$ cat config.mk
export PLATFORM = sky130hd
export DESIGN_NAME = conv_scheduler_flat
export DESIGN_NICKNAME = d
export VERILOG_FILES = /design/src/rtl/conv_pkg.sv /design/src/rtl/conv_scheduler_if.sv /design/src/rtl/conv_delay_line.sv /design/src/rtl/conv_scheduler.sv /design/src/flat_wrapper.sv
export SDC_FILE = /design/constraint.sdc
export NUM_CORES = 1
export LEC_CHECK = 0
export CORE_MARGIN = 2
export CORE_UTILIZATION = 50
export DETAILED_ROUTE_END_ITERATION = 8
export HOLD_SLACK_MARGIN = 0.1
export PLACE_DENSITY = 0.75
export SLEW_MARGIN = 0
export SYNTH_ARGS = -nofsm -noshare
export SYNTH_HDL_FRONTEND = slang
export SYNTH_SLANG_ARGS = --single-unit
$ cat constraint.sdc
create_clock -name clk -period 2.05 [get_ports clk]
set_input_delay 0.3075 -clock clk [delete_from_list [all_inputs] [get_ports clk]]
set_output_delay 0.3075 -clock clk [all_outputs]
set_load 0.02 [all_outputs]
$ cat src/rtl/conv_pkg.sv
// -----------------------------------------------------------------------------
// conv_pkg
//   Shared defaults and types for the convolution frame sequencer.
//   CONV_N          : image width/height in pixels
//   CONV_K          : kernel size
//   CONV_PIPE_LAT   : cycles from window shift to MAC result
//   CONV_ADDR_WIDTH : ROM address width for the default image size
//   state_e         : sequencer FSM states
// -----------------------------------------------------------------------------
package conv_pkg;

  localparam int CONV_N          = 100;
  localparam int CONV_K          = 3;
  localparam int CONV_PIPE_LAT   = 4;
  localparam int CONV_ADDR_WIDTH = $clog2(CONV_N * CONV_N);

  typedef enum logic [1:0] {
    IDLE  = 2'd0,
    RUN   = 2'd1,
    DRAIN = 2'd2,
    DONE  = 2'd3
  } state_e;

endpackage

$ cat src/rtl/conv_scheduler_if.sv
// -----------------------------------------------------------------------------
// conv_scheduler_if
//   Control/ROM/status bundle between the frame sequencer and its user.
//   start_i, stall_i : requests into the sequencer
//   rd_en_o, rd_addr_o : image ROM read port
//   shift_en_o, win_valid_o : line-buffer window control
//   valid_o, running_o, done_o : MAC-aligned sample flag and frame status
//   Modport slave is the sequencer side; master is the controlling side.
// -----------------------------------------------------------------------------
interface conv_scheduler_if
  import conv_pkg::*;
#(
  parameter int ADDR_WIDTH = CONV_ADDR_WIDTH
);

  logic                  start_i;
  logic                  stall_i;
  logic                  rd_en_o;
  logic [ADDR_WIDTH-1:0] rd_addr_o;
  logic                  shift_en_o;
  logic                  win_valid_o;
  logic                  valid_o;
  logic                  running_o;
  logic                  done_o;

  modport slave (
    input  start_i, stall_i,
    output rd_en_o, rd_addr_o, shift_en_o, win_valid_o, valid_o, running_o, done_o
  );

  modport master (
    output start_i, stall_i,
    input  rd_en_o, rd_addr_o, shift_en_o, win_valid_o, valid_o, running_o, done_o
  );

endinterface

$ cat src/rtl/conv_delay_line.sv
// -----------------------------------------------------------------------------
// conv_delay_line
//   Stallable 1-bit shift register of DEPTH stages.
//   clk     : rising-edge clock
//   rst     : asynchronous active-high reset, clears every stage
//   stall_i : holds every stage and forces q_o low
//   d_i     : serial input
//   q_o     : d_i delayed DEPTH unstalled cycles, 0 while stalled
// -----------------------------------------------------------------------------
module conv_delay_line #(
  parameter int DEPTH = 1
) (
  input  logic clk,
  input  logic rst,
  input  logic stall_i,
  input  logic d_i,
  output logic q_o
);

  logic [DEPTH-1:0] sr_q;
  logic [DEPTH-1:0] sr_d;

  genvar gi;
  generate
    for (gi = 0; gi < DEPTH; gi++) begin : g_stage
      if (gi == 0) begin : g_head
        assign sr_d[gi] = d_i;
      end else begin : g_tail
        assign sr_d[gi] = sr_q[gi-1];
      end
    end
  endgenerate

  always_ff @(posedge clk or posedge rst) begin
    if (rst) begin
      sr_q <= '0;
    end else if (!stall_i) begin
      sr_q <= sr_d;
    end
  end

  // The tail is masked during a stall so a frozen pipeline never reports
  // the same sample twice.
  assign q_o = sr_q[DEPTH-1] & ~stall_i;

endmodule

$ cat src/rtl/conv_scheduler.sv
// -----------------------------------------------------------------------------
// conv_scheduler
//   Frame sequencer for the convolution datapath. Raster-scans an N x N image
//   out of a 1-cycle-latency ROM, strobes the line-buffer shift, flags windows
//   lying fully inside the image, and aligns that flag with the MAC output.
//   clk : rising-edge clock
//   rst : asynchronous active-high reset (aborts any frame, no done_o)
//   bus : conv_scheduler_if.slave
//         start_i   frame request, sampled only in IDLE
//         stall_i   freezes state, counters and delay stages
//         rd_en_o / rd_addr_o      ROM read, address row*N+col
//         shift_en_o / win_valid_o line-buffer shift and full-window flag
//         valid_o                  MAC result is a valid sample
//         running_o / done_o       frame in progress / end-of-frame pulse
// -----------------------------------------------------------------------------
module conv_scheduler
  import conv_pkg::*;
#(
  parameter int N          = CONV_N,
  parameter int K          = CONV_K,
  parameter int PIPE_LAT   = CONV_PIPE_LAT,
  parameter int ADDR_WIDTH = $clog2(N * N)
) (
  input  logic           clk,
  input  logic           rst,
  conv_scheduler_if.slave bus
);

  localparam int CW = (N > 1) ? $clog2(N) : 1;
  localparam int DW = (PIPE_LAT > 0) ? $clog2(PIPE_LAT + 1) : 1;

  localparam logic [ADDR_WIDTH-1:0] LAST_ADDR  = ADDR_WIDTH'(N * N - 1);
  localparam logic [CW-1:0]         LAST_COL   = CW'(N - 1);
  localparam logic [CW-1:0]         WIN_FIRST  = CW'(K - 1);
  localparam logic [DW-1:0]         DRAIN_LAST = DW'(PIPE_LAT);

  state_e                state_q, state_d;
  logic [ADDR_WIDTH-1:0] addr_q, addr_d;
  logic [CW-1:0]         col_q, col_d;
  logic [CW-1:0]         row_q, row_d;
  logic [DW-1:0]         drain_q, drain_d;

  logic rd_en;
  logic running;
  logic done;
  logic win_in;
  logic shift_en;
  logic win_valid;
  logic valid;

  // ---------------------------------------------------------------------------
  // FSM: state register
  // ---------------------------------------------------------------------------
  always_ff @(posedge clk or posedge rst) begin
    if (rst) begin
      state_q <= IDLE;
    end else begin
      state_q <= state_d;
    end
  end

  // ---------------------------------------------------------------------------
  // FSM: next state. A stall holds the current state, including in IDLE.
  // ---------------------------------------------------------------------------
  always_comb begin
    state_d = state_q;
    if (!bus.stall_i) begin
      unique case (state_q)
        IDLE:    if (bus.start_i) state_d = RUN;
        RUN:     if (addr_q == LAST_ADDR) state_d = DRAIN;
        DRAIN:   if (drain_q == DRAIN_LAST) state_d = DONE;
        DONE:    state_d = IDLE;
        default: state_d = IDLE;
      endcase
    end
  end

  // ---------------------------------------------------------------------------
  // FSM: outputs (Moore)
  // ---------------------------------------------------------------------------
  always_comb begin
    rd_en   = (state_q == RUN);
    running = (state_q == RUN) || (state_q == DRAIN);
    done    = (state_q == DONE);
    // Only pixels that complete a K x K window inside the image qualify;
    // the col test also rejects windows that would straddle two rows.
    win_in  = rd_en && (row_q >= WIN_FIRST) && (col_q >= WIN_FIRST);
  end

  // ---------------------------------------------------------------------------
  // Raster counters. The address is incremented alongside col/row so no
  // multiplier is needed; all counters return to 0 after the last read so
  // the next frame starts clean.
  // ---------------------------------------------------------------------------
  always_comb begin
    addr_d  = addr_q;
    col_d   = col_q;
    row_d   = row_q;
    drain_d = drain_q;
    if (!bus.stall_i) begin
      if (state_q == RUN) begin
        if (addr_q == LAST_ADDR) begin
          addr_d = '0;
          col_d  = '0;
          row_d  = '0;
        end else begin
          addr_d = addr_q + 1'b1;
          if (col_q == LAST_COL) begin
            col_d = '0;
            row_d = row_q + 1'b1;
          end else begin
            col_d = col_q + 1'b1;
          end
        end
      end
      // Counts unstalled DRAIN cycles; PIPE_LAT+1 of them flush the pipeline.
      drain_d = ((state_q == DRAIN) && (drain_q != DRAIN_LAST)) ? drain_q + 1'b1 : '0;
    end
  end

  always_ff @(posedge clk or posedge rst) begin
    if (rst) begin
      addr_q  <= '0;
      col_q   <= '0;
      row_q   <= '0;
      drain_q <= '0;
    end else begin
      addr_q  <= addr_d;
      col_q   <= col_d;
      row_q   <= row_d;
      drain_q <= drain_d;
    end
  end

  // ---------------------------------------------------------------------------
  // Delay stages. ROM data arrives one cycle after the read, so the shift
  // strobe and window flag both trail the read by one unstalled cycle; the
  // MAC flag trails the window flag by PIPE_LAT more.
  // ---------------------------------------------------------------------------
  conv_delay_line #(.DEPTH(1)) u_shift_dly (
    .clk     (clk),
    .rst     (rst),
    .stall_i (bus.stall_i),
    .d_i     (rd_en),
    .q_o     (shift_en)
  );

  conv_delay_line #(.DEPTH(1)) u_win_dly (
    .clk     (clk),
    .rst     (rst),
    .stall_i (bus.stall_i),
    .d_i     (win_in),
    .q_o     (win_valid)
  );

  // Fed from the masked window flag: while stalled this line does not
  // advance, so the masked value is never captured.
  conv_delay_line #(.DEPTH(PIPE_LAT)) u_valid_dly (
    .clk     (clk),
    .rst     (rst),
    .stall_i (bus.stall_i),
    .d_i     (win_valid),
    .q_o     (valid)
  );

  assign bus.rd_en_o     = rd_en;
  assign bus.rd_addr_o   = addr_q;
  assign bus.shift_en_o  = shift_en;
  assign bus.win_valid_o = win_valid;
  assign bus.valid_o     = valid;
  assign bus.running_o   = running;
  assign bus.done_o      = done;

endmodule

$ cat src/flat_wrapper.sv
// flat-port wrapper written by rule: the top's interface ports become plain ports
module conv_scheduler_flat import conv_pkg::*;
#(
  parameter int N          = CONV_N,
  parameter int K          = CONV_K,
  parameter int PIPE_LAT   = CONV_PIPE_LAT,
  parameter int ADDR_WIDTH = $clog2(N * N)
)
  (clk, rst, bus_start_i, bus_stall_i, bus_rd_en_o, bus_rd_addr_o, bus_shift_en_o, bus_win_valid_o, bus_valid_o, bus_running_o, bus_done_o);
  conv_scheduler_if #(.ADDR_WIDTH(ADDR_WIDTH)) bus_i ();
  input  logic clk;
  input  logic rst;
  input wire logic [$bits(bus_i.start_i)-1:0] bus_start_i;
  input wire logic [$bits(bus_i.stall_i)-1:0] bus_stall_i;
  output wire logic [$bits(bus_i.rd_en_o)-1:0] bus_rd_en_o;
  output wire logic [$bits(bus_i.rd_addr_o)-1:0] bus_rd_addr_o;
  output wire logic [$bits(bus_i.shift_en_o)-1:0] bus_shift_en_o;
  output wire logic [$bits(bus_i.win_valid_o)-1:0] bus_win_valid_o;
  output wire logic [$bits(bus_i.valid_o)-1:0] bus_valid_o;
  output wire logic [$bits(bus_i.running_o)-1:0] bus_running_o;
  output wire logic [$bits(bus_i.done_o)-1:0] bus_done_o;
  assign bus_i.start_i = bus_start_i;
  assign bus_i.stall_i = bus_stall_i;
  assign bus_rd_en_o = bus_i.rd_en_o;
  assign bus_rd_addr_o = bus_i.rd_addr_o;
  assign bus_shift_en_o = bus_i.shift_en_o;
  assign bus_win_valid_o = bus_i.win_valid_o;
  assign bus_valid_o = bus_i.valid_o;
  assign bus_running_o = bus_i.running_o;
  assign bus_done_o = bus_i.done_o;
  conv_scheduler #(.N(N), .K(K), .PIPE_LAT(PIPE_LAT), .ADDR_WIDTH(ADDR_WIDTH)) u_core (.clk(clk), .rst(rst), .bus(bus_i));
endmodule
# Yosys cells after proc, flatten, opt, wreduce, memory -nomap -nowiden
# Cells that the tools add are included.
[totals]
regBits = 39
in_bits = 4
out_inout_bits = 20
wordCells = 47
[classes]
n_addsub = 4
order_cmp = 2
n_eq_ne = 10
muxes = 10
bitwise_logic = 4
reduce_logical = 9
[ops]
columns = ["operator", "count"]
rows = [
  ["2-to-1 mux 7 bit", 4],
  ["adder 14 x 1 -> 14 bit, second input constant", 1],
  ["adder 7 x 1 -> 7 bit, second input constant", 2],
  ["== test 14 bit, second input constant", 1],
  [">= comparator 7 x 2 -> 1 bit, second input constant", 2],
  ["2-to-1 mux 14 bit", 1],
  ["case mux 2 bit (4 select lines)", 1],
  ["== test 7 bit, second input constant", 1],
  ["2-to-1 mux 2 bit", 3],
  ["== test 2 bit, second input constant", 2],
  ["!= test 2 x 1 -> 1 bit, second input constant", 2],
  ["AND reduction 4 bit", 1],
  ["adder 3 x 1 -> 3 bit, second input constant", 1],
  ["AND 1 bit", 3],
  ["== test 3 bit, second input constant", 1],
  ["logical AND 1 bit", 3],
  ["2-to-1 mux 3 bit", 1],
  ["!= test 3 bit, second input constant", 1],
  ["AND reduction 3 bit", 1],
  ["== test 2 x 1 -> 1 bit, second input constant", 1],
  ["zero test 2 bit", 1],
  ["!= test 2 bit, second input constant", 1],
  ["AND reduction 2 bit", 1],
  ["nonzero test 2 bit", 1],
  ["2 further kinds", 2],
]

# Longest topological paths before layout
[logic_depth]
ltp_word = 3
ltp_mapped = 7
mapped_depth_nobuf = 6

# By module
# Synthesis repeated with hierarchy kept, for this count alone.
[unflattened]
cells_unflattened = 203
area_unflattened_um2 = 2052.0
[modules_own_cells]
columns = ["mod", "n_inst", "cells_each", "area_each_um2", "seq_area_each_um2"]
rows = [
  ["conv_scheduler", 1, 185, 1789.2, 825.8],
  ["conv_delay_line at u_core.u_valid_dly", 1, 10, 157.7, 100.1],
  ["conv_delay_line at u_core.u_shift_dly ...", 2, 4, 52.6, 25.0],
]

# Worst setup path after synthesis
# Ideal clock, no wire load.
[synth_path]
path_type = "register to register"
start = "register u_core.addr_q[11] (netlist: u_core.bus.rd_addr_o[11])"
end = "register u_core.state_q[1]"
setup_time_ns = 0.128
arrival_time_ns = 2.101
required_time_ns = 1.922
setup_slack_ns = -0.178
stages_incl_launch_ff = 5
n_path_buf = 0
synth_period_minus_slack_ns = 2.228
cell_sequence = "dfrtp_1 -> or4_1 -> or4_4 -> a211oi_2 -> mux2_1"
[synth_via]
elab_chain_len = 3
[synth_rtl]
columns = ["item", "line", "text"]
rows = [
  ["start, declared", "conv_scheduler.sv:38", "logic [ADDR_WIDTH-1:0] addr_q, addr_d;"],
  ["start signal, assigned", "conv_scheduler.sv:128", "addr_q <= addr_d;"],
  ["== test 14 bit", "conv_scheduler.sv:70", "RUN: if (addr_q == LAST_ADDR) state_d = DRAIN;"],
  ["!= test 2 x 1 -> 1 bit (no line)", "--", ""],
  ["AND reduction 4 bit (no line)", "--", ""],
  ["end signal, assigned", "conv_scheduler.sv:58", "state_q <= state_d;"],
  ["end, declared", "conv_scheduler.sv:37", "state_e state_q, state_d;"],
]
# Every way passes these cells.
# A chain may end at the register's enable or synchronous reset.

# Worst setup path in the final report
[layout_path]
start = "register u_core.addr_q[12] (netlist: u_core.bus.rd_addr_o[12])"
end = "register u_core.state_q[1]"
# The elaborated chain is that of the path after synthesis.

==> metrics <==
worst skew pair latency=0.30 ns; # rows=23; failing checks=setup timing; arrival time worst endpoint=2.27 ns; setup TNS=-0.0256 ns; prevailing post-synth register cell=dfrtp_1; Longest Clk Path Bufs=2; Leak=1.23 nW; grt ovf=0; cts bufs inserted=5; Fill cells=328; unrepaired setup endpoints after global routing=yes; residual DRC count=0; Core Util, Final=66.9%; Pwr Density=1030 mW/mm^2; Cells after Synth=207; area delta synth->final=28.8%; Pre-Repair DR Iteration Count=4; Worst VDD drop=0.000466 V; number of synthesized register bits=39; total global-route track usage=22.8%; EDFF count, synth=0; clock sinks=39; Data required, critical path=2.24 ns; Starting Density=52.0%; Slew @ Worst Pin=0.480 ns; # H-tree levels=2; die width=68.7 um; share of layout cells above drive strength 1=21.2%; Die H=68.7 um; worst r2r src=u_core.bus.rd_addr_o[12]; Final Skew=0.0156 ns; crit-path max FO=2; crit start category=flip-flop; Post-Syn Area=0.00209 mm^2; setup bufs post-CTS=0; worst setup margin=-0.0256 ns; Switching Share=35.0%; Final ANT Viol Nets=0; via count=1724; first-pass GRT wire length=7.86 mm; TritonCTS clock tree=done; initial antenna violation count=0; min Tclk post-route=2.08 ns; fin crit share=101%; Internal=1.80 mW; Fin. Hold Viols=0; post-synthesis sequential area ratio=46.6%; clock transition at the registers of the reported paths=0.09 ns; min-delay worst type=in2async; Setup violations, final=1; number of global-route vias before repair=1712; core area=0.00403 mm^2; Combinational Power Share=37.4%; dpl hpwl=3.42 mm; io pins=24; Routability Congestion=0.890; async set-reset flop share out of synthesis=100%; Worst setup EP type=flip-flop; Multi-input gate area=0.00107 mm^2; IO buf count=23; Die Area=0.00472 mm^2; Layout Nets=269; Max-Slew Margin vs Limit=68.0%; wire per inst=15.4 um; largest net degree at the start of global routing=40; Max Fclk=482 MHz; R2R setup slack=-0.03 ns; register area=981 um^2; synth warn=0; top post-synthesis cells by area=dfrtp_1 47%, ha_1 6.6%, nand4_1 4.5%, xor2_1 3.8%, nand2_1 3.4%; syn_area_per_cell=10.1 um^2; Pins Over Slew Limit=0; NetSw=970 uW; WL final=4.69 mm; Via-to-Cell Ratio=5.65; Sequential Power Share=39.2%; Synth area leader=dfrtp_1; Synth cell types=42; DRT iter0 DRCs=206; CTS Root Cell=clkbuf_8; top cell type's share of synthesized area=46.6%; Crit Path Class=reg2reg; syn_nets=222; Clock power frac=23.4%; status=complete, but fails checks; critical path startpoint=u_core.bus.rd_addr_o[12]; antenna fix cells=0; MaxCap Viol Count=0
-- layer usage --
layer / GRT usage, % / up-vias / wire [um]
met5: 0 / - / 0
met3: 6.01 / 9 / 210
met2: 37.9 / 45 / 2280
met4: 9.07 / 0 / 91
li1: - / 840 / -
met1: 28.4 / 830 / 2110
-- placed cells by master (no fill, tap or decap), drive strengths merged, types with 6 or more instances in the layout --
master and instances:
dfrtp 39, inv 11, o31ai 6, nor2 15, buf 26, clkdlybuf4s50 18
xor2 9, nand4 15, nand2 19, ha 11
-- cells in the mapped netlist (all sizes together) (3+ instances only) --
library cell  instances
inv                  11
a21oi                 4
dfrtp                39
nor2b                 4
ha                   11
nor2                 15
o221ai                4
nand2b                4
o21ai                 5
nand2                19
o31ai                 6
mux2                  5
nor4                  5
or4                   4
xnor2                 5
clkbuf                8
a22o                  3
nor3                  3
xor2                  9
nand4                15
nand3                 5
-- cells by family (layout without fill, tap and decap cells) --
kind of cell / count (synthesis) / in the layout / synth area share (%)
XOR/XNOR: 14 / 14 / 5.86
buffers and inverters: 20 / 68 / 3.65
AO/OA/AOI/OAI: 30 / 30 / 11.0
AND/OR/NAND/NOR: 86 / 86 / 22.7
adder cells (fa/ha/maj): 11 / 11 / 6.57
multiplexers: 7 / 7 / 3.65
flip-flops: 39 / 39 / 46.6
-- worst paths after layout --
| check | to | depth (start not counted) |
|---|---|---|
| max | u_core.state_q[1] | 4 |
| min | u_core.u_shift_dly.sr_q | 3 |
| max reg2reg | u_core.state_q[1] | 4 |
| min reg2reg | u_core.u_shift_dly.sr_q | 2 |
| max in group asynchronous | u_core.bus.rd_addr_o[4] | 3 |
| min in group clk | u_core.u_shift_dly.sr_q | 2 |
-- state kept, by name (all words and copies together) (netlist names) --
signal / count
u_core.bus.rd_addr_o: 14
u_core.col_q: 7
u_core.drain_q: 3
u_core.row_q: 7
u_core.state_q: 2
u_core.u_shift_dly.sr_q: 1
u_core.u_valid_dly.sr_q: 4
u_core.u_win_dly.sr_q: 1
-- worst max-delay path: stages (launching register included) --
cell,delay [ns]
dfrtp_2,0.41
or4_1,0.52
or4_4,0.45
a211oi_4,0.27
mux2_4,0.32
-- layout make-up --
| class | instances | area share, % |
|---|---|---|
| well taps | 50 | 2.32 |
| flip-flops and latches | 39 | 36.4 |
| repair buffers | 49 | 15.8 |
| multi-input cells | 148 | 39.7 |
| clock buffers | 5 | 2.55 |
| clock inverters | 3 | 1.62 |
| inverters | 11 | 1.53 |
-- metrics by stage --
step / instance area (um^2) / cells / power (mW) / worst slack, ns / hold WS, ns
global placement: 2560 / 298 / 2.07 / -0.0325 / 0.460
detailed placement: 2560 / 298 / 2.10 / -0.0483 / 0.468
finish: 2700 / 305 / 2.77 / -0.0256 / 0.412
CTS: 2670 / 306 / 2.74 / -0.0441 / 0.440
global route: 2700 / 305 / 2.96 / -0.0801 / 0.453
floorplan: 2100 / 207 / 1.68 / -0.0156 / 0.443
-- power groups by stage --
stage | sequential (mW) | combinational [mW] | clock (mW)
2_1_floorplan | 1.11 | 0.564 | 0
5_1_grt | 1.11 | 1.15 | 0.692
3_3_place_gp | 1.09 | 0.982 | 0
4_1_cts | 1.08 | 0.998 | 0.664
6_report | 1.09 | 1.04 | 0.650
3_5_place_dp | 1.10 | 1.00 | 0
-- repair_timing --
action	in CTS	in global routing
hold endpoints to repair	0	0
resized for setup	5	8
pin swaps	0	5
hold buffers	0	0
endpoints found under the setup margin	10	20
(Power assumes the default switching activity.)
